`config.mk`:
```
export PLATFORM = sky130hd
export DESIGN_NAME = sc_speedtimer_backg
export DESIGN_NICKNAME = d
export VERILOG_FILES = /design/src/rtl/sc_speedtimer_backg.sv
export SDC_FILE = /design/constraint.sdc
export NUM_CORES = 1
export LEC_CHECK = 0
export BUFFER_PORTS_ARGS = -buffer_cell sky130_fd_sc_hd__buf_2
export CAP_MARGIN = 20
export CORE_MARGIN = 3
export CORE_UTILIZATION = 54
export DETAILED_ROUTE_END_ITERATION = 7
export GPL_TIMING_DRIVEN = 0
export HOLD_SLACK_MARGIN = 0.06
export PLACE_DENSITY = 0.87
export SLEW_MARGIN = 20
export SYNTH_ARGS = -nofsm -noshare
export SYNTH_HDL_FRONTEND = slang
export SYNTH_SLANG_ARGS = --single-unit
```
`constraint.sdc`:
```
create_clock -name SC_SPEEDTIMER_CLOCK_50 -period 1.81 [get_ports SC_SPEEDTIMER_CLOCK_50]
set_input_delay 0.362 -clock SC_SPEEDTIMER_CLOCK_50 [delete_from_list [all_inputs] [get_ports SC_SPEEDTIMER_CLOCK_50]]
set_output_delay 0.362 -clock SC_SPEEDTIMER_CLOCK_50 [all_outputs]
set_load 0.02 [all_outputs]
```
`src/rtl/sc_speedtimer_backg.sv`:
```
// Background-lane speed timer: counts enabled cycles up to a latched limit, then
// issues a one-cycle active-low T0 tick for the background level state machine.
module sc_speedtimer_backg #(
  parameter int unsigned SPEEDTIMER_DATAWIDTH = 25,
  parameter bit          SPEEDTIMER_RELOAD    = 1'b0
) (
  input  logic                            SC_SPEEDTIMER_CLOCK_50,
  input  logic                            SC_SPEEDTIMER_RESET_InLow,
  input  logic                            SC_SPEEDTIMER_clear_InLow,
  input  logic                            SC_SPEEDTIMER_upcount_InLow,
  input  logic [SPEEDTIMER_DATAWIDTH-1:0] SC_SPEEDTIMER_limit_InBus,
  output logic                            SC_SPEEDTIMER_T0_OutLow,
  output logic [SPEEDTIMER_DATAWIDTH-1:0] SC_SPEEDTIMER_count_OutBus,
  output logic                            SC_SPEEDTIMER_busy_Out,
  output logic [7:0]                      SC_SPEEDTIMER_tickcount_OutBus
);

  localparam int unsigned DW = SPEEDTIMER_DATAWIDTH;

  typedef enum logic [1:0] {
    ST_IDLE = 2'd0,
    ST_RUN  = 2'd1,
    ST_TICK = 2'd2,
    ST_WAIT = 2'd3
  } state_t;

  state_t          state, state_next;
  logic [DW-1:0]   count, count_next;
  logic [DW-1:0]   limit_reg, limit_next;
  logic [7:0]      tickcount, tickcount_next;

  // NOTE: every target gets a default before the case, so no path leaves one
  // unassigned and no latch is inferred; blocking '=' is correct in always_comb.
  always_comb begin
    state_next     = state;
    count_next     = count;
    limit_next     = limit_reg;
    tickcount_next = tickcount;

    if (!SC_SPEEDTIMER_clear_InLow) begin
      state_next     = ST_IDLE;
      count_next     = '0;
      tickcount_next = '0;
    end else begin
      unique case (state)
        ST_IDLE: begin
          count_next = '0;
          if (!SC_SPEEDTIMER_upcount_InLow) begin
            state_next = ST_RUN;
            limit_next = SC_SPEEDTIMER_limit_InBus;
          end
        end

        ST_RUN: begin
          if (SC_SPEEDTIMER_upcount_InLow) begin
            state_next = ST_IDLE;
            count_next = '0;
          end else if (count == limit_reg) begin
            state_next = ST_TICK;
            count_next = '0;
          end else begin
            count_next = count + DW'(1);
          end
        end

        ST_TICK: begin
          count_next     = '0;
          tickcount_next = tickcount + 8'd1;
          if (SPEEDTIMER_RELOAD == 1'b0) begin
            state_next = ST_WAIT;
          end else if (!SC_SPEEDTIMER_upcount_InLow) begin
            state_next = ST_RUN;
            limit_next = SC_SPEEDTIMER_limit_InBus;
          end else begin
            state_next = ST_IDLE;
          end
        end

        ST_WAIT: begin
          // Holds here until the enable drops, so one episode yields one tick.
          count_next = '0;
          if (SC_SPEEDTIMER_upcount_InLow) begin
            state_next = ST_IDLE;
          end
        end

        default: begin
          state_next = ST_IDLE;
          count_next = '0;
        end
      endcase
    end
  end

  // NOTE: sequential state uses non-blocking '<=' so every register samples
  // the pre-edge values of the others.
  always_ff @(posedge SC_SPEEDTIMER_CLOCK_50 or negedge SC_SPEEDTIMER_RESET_InLow) begin
    if (!SC_SPEEDTIMER_RESET_InLow) begin
      state     <= ST_IDLE;
      count     <= '0;
      limit_reg <= '0;
      tickcount <= '0;
    end else begin
      state     <= state_next;
      count     <= count_next;
      limit_reg <= limit_next;
      tickcount <= tickcount_next;
    end
  end

  // Flags decode the state register only, so reset forces T0 high immediately.
  assign SC_SPEEDTIMER_T0_OutLow        = (state != ST_TICK);
  assign SC_SPEEDTIMER_busy_Out         = (state == ST_RUN);
  assign SC_SPEEDTIMER_count_OutBus     = count;
  assign SC_SPEEDTIMER_tickcount_OutBus = tickcount;

endmodule
```
==> impl_results.md <==
* P&R area growth vs syn at 27.3%
* TritonCTS clock tree: done
* Number of global-route vias before repair at approximately 2100
* Fmax at ~560 MHz
* WHS at between 0.08 and 0.09 ns
* Combinational power share at between 10% and 20%
* Initial Util at between 50% and 60%
* Clock power share at a little over a third
* Worst-Skew Late Latency at 0.33 ns
* Synth warn at 0
* Worst vdd ir at 0.674 mV
* Die Area at 6540 um2
* Number of diodes at 0
* Finished Cell Area at 3850 um2
* Die Height at 80.9 um
* R2R Path Start: SC_SPEEDTIMER_count_OutBus[8]
* Cts hold-fix bufs at 0
* Largest net degree at the start of global routing at 61
* RSZ-0062 raised after global routing: true
* HP Class: in -> async
* Gr usage total at around a fifth
* Fill count at 374
* Routed len/inst at 15.9 um
* Register area share after synthesis at a little under 50%
* Crit Path Class: reg -> reg
* Initial DRT Pass Iterations at 6
* Fin util at around 73%
* Met2 usage at about a third
* Number of nets in the layout at 380
* Mapped Nets at ~290
* Met3 Use GR at about 6.4%
* Cell Area, Synth at approximately 3000 um2
* DRC at 0
* Routability cong. at between 0.8 and 0.9
* FF/Latch Area at roughly 1500 um2
* Vias at 2228
* DRT iter0 DRCs at 148
* Synth area leaders: dfrtp_1, xnor2_1, mux2_2
* Clock transition at path regs at 0.06 ns
* Int Pwr at between 2 and 2.5 mW
* Gate Count Post-Synth at between 200 and 300
* Clock skew at roughly 0.0076 ns
* Post-synthesis async set-or-reset flop share at 100%
* R2r worst-path depth at 5
* Top cells by count, synth: dfrtp_1, xnor2_1, nor2_1
* EDFF count, synth at 0
* Synth Flop Type: dfrtp_1
* Post-layout min period at 1.77 ns
* Leakage power at between 1.5 and 2 nW
* Max transition margin at between 40% and 50%
* Clock root cell: clkbuf_8
* Netlist cell types at 37
* DPL Wire Length at 4.51 mm
* CTS Sinks at 60
* # IOs at 64
* DP Area at roughly 3400 um2
* Fin Setup TNS at 0 ns
* Setup violators final at 0
* GRT busiest layer: met2
* First-pass GRT wire length at between 10 and 15 mm
* Placement-stage worst setup slack at -0.161 ns
* Required time worst endpoint at between 2 and 2.5 ns
* Max Slew Vio Count at 0
* Die X at between 80 and 90 um
* Top-count cell post-synth: dfrtp_1
* Core area at ~5300 um2
* PnR worst setup slack at ~0.038 ns
* Clock buffer depth at 2
* Congestion Overflow GR at 0
* Flop pwr share at between 50% and 60%
* Post-synth top area cell: dfrtp_1
* Crit. End Element: register
* Antenna-violating nets left at 0
* TritonCTS Buffers at 9
* Worst endpoint data arrival time at ~2.0 ns
* Flop-to-flop setup slack at approximately 0.038 ns
* Hold Fails Final Rpt at 0
* Power Density at approximately 760 nW/um2
* R2R Path End: SC_SPEEDTIMER_count_OutBus[19]
* Yosys top cell area share at between 40% and 50%
* Average cell area after synthesis at 11.6 um2
* WL final at a little under 7 mm
* Slew at the pin with the worst max-slew slack at roughly 0.75 ns
* #FFs+latches synth at 60
* Antenna violations before repair at 0
* Layout cells sized above 1 at ~45%
* Period utilization at 97.9%
* CP Launch Point: SC_SPEEDTIMER_count_OutBus[8]
* Max-cap violations at 0
* M1 GR Usage at between 20% and 30%
* H-tree levels at 3
* I/O Buffers at 63
* Area of the multi-input gates at approximately 1500 um2
* CP startpoint kind: register
* NetSw at 0.708 mW
* Status: completed
* Via density at ~5.3
* Row cnt at 26
* Switching Share at roughly 24%
* CP Max Fanout at 6
[cell type report]
cell class	count	area share (%)
multi-input combinational	185	39.6
sequential	60	39.2
timing repair buffer	77	11.4
clock buffer	13	4.13
buffer	10	2.53
tap	70	2.27
inverter	6	0.585
clock inverter	2	0.260
[metrics by stage]
stage	cells	power [mW]
after floorplan	261	1.75
after global placement	394	1.85
after detailed placement	394	1.87
after CTS	410	2.92
after global routing	423	3.07
final	423	2.92
[cells in the final DEF (no fill, tap or decap), types with 3 or more instances in the layout]
cell	count
nor4_4	3
nor2b_1	4
buf_4	16
clkbuf_8	11
inv_1	6
nor3_1	3
xor2_1	13
nor3_2	3
xnor2_1	38
clkbuf_1	3
mux2_2	25
dfrtp_2	6
nand3_1	8
nand4_1	13
nand2_1	13
nor2_1	22
buf_2	63
and2_1	7
nor2_4	3
buf_6	3
and3_1	3
nor2_2	7
dfrtp_1	54
[worst max-delay path, cell delays in order (launching register included)]
cell and delay [ns]:
dfrtp_1 0.49, nand3_2 0.22, nor4b_4 0.42, nand4_1 0.18, xor2_1 0.28, nor2_4 0.06
[cells by family (layout without fill, tap and decap cells)]
group                      Yosys count  after routing  share of synthesized area, %
adders and majority gates            2              2                         0.827
DFF                                 60             60                          49.6
AOI/OAI and AO/OA                    5              5                          1.41
xor gates and xnor gates            55             55                          15.9
muxes                               26             26                          9.64
and+or+nand+nor                     97             97                          18.6
buffers and inverters               16            108                          3.97
[repair_timing]
item | in CTS | in global routing
cloned | 0 | 1
gates resized for setup | 3 | 24
setup endpoints to repair | 41 | 24
buffers inserted | 1 | 12
pin swaps | 1 | 12
[power groups by stage]
stage               registers [mW]  clock network (mW)  logic, mW
floorplan                     1.53                   0      0.224
global placement              1.54                   0      0.313
detailed placement            1.55                   0      0.322
CTS                           1.52                1.07      0.329
global route                  1.54                1.15      0.385
finish                        1.53                1.05      0.347
[worst max path at each step]
stage / to / slack (ns) / cells after the start
2_1_floorplan: SC_SPEEDTIMER_count_OutBus[0] / 0.08 / 7
3_3_place_gp: limit_reg[23] / -0.10 / 5
3_5_place_dp: limit_reg[7] / -0.16 / 5
4_1_cts: SC_SPEEDTIMER_count_OutBus[16] / 0.02 / 6
5_1_grt: SC_SPEEDTIMER_count_OutBus[19] / -0.08 / 8
6_report: SC_SPEEDTIMER_count_OutBus[19] / 0.04 / 5
[routing by layer]
layer / up-vias / routed length (um)
li1: 1051 / -
met1: 1094 / 2880
met2: 71 / 3290
met3: 12 / 400
met4: 0 / 148
met5: - / 0
(Power assumes the default switching activity.)
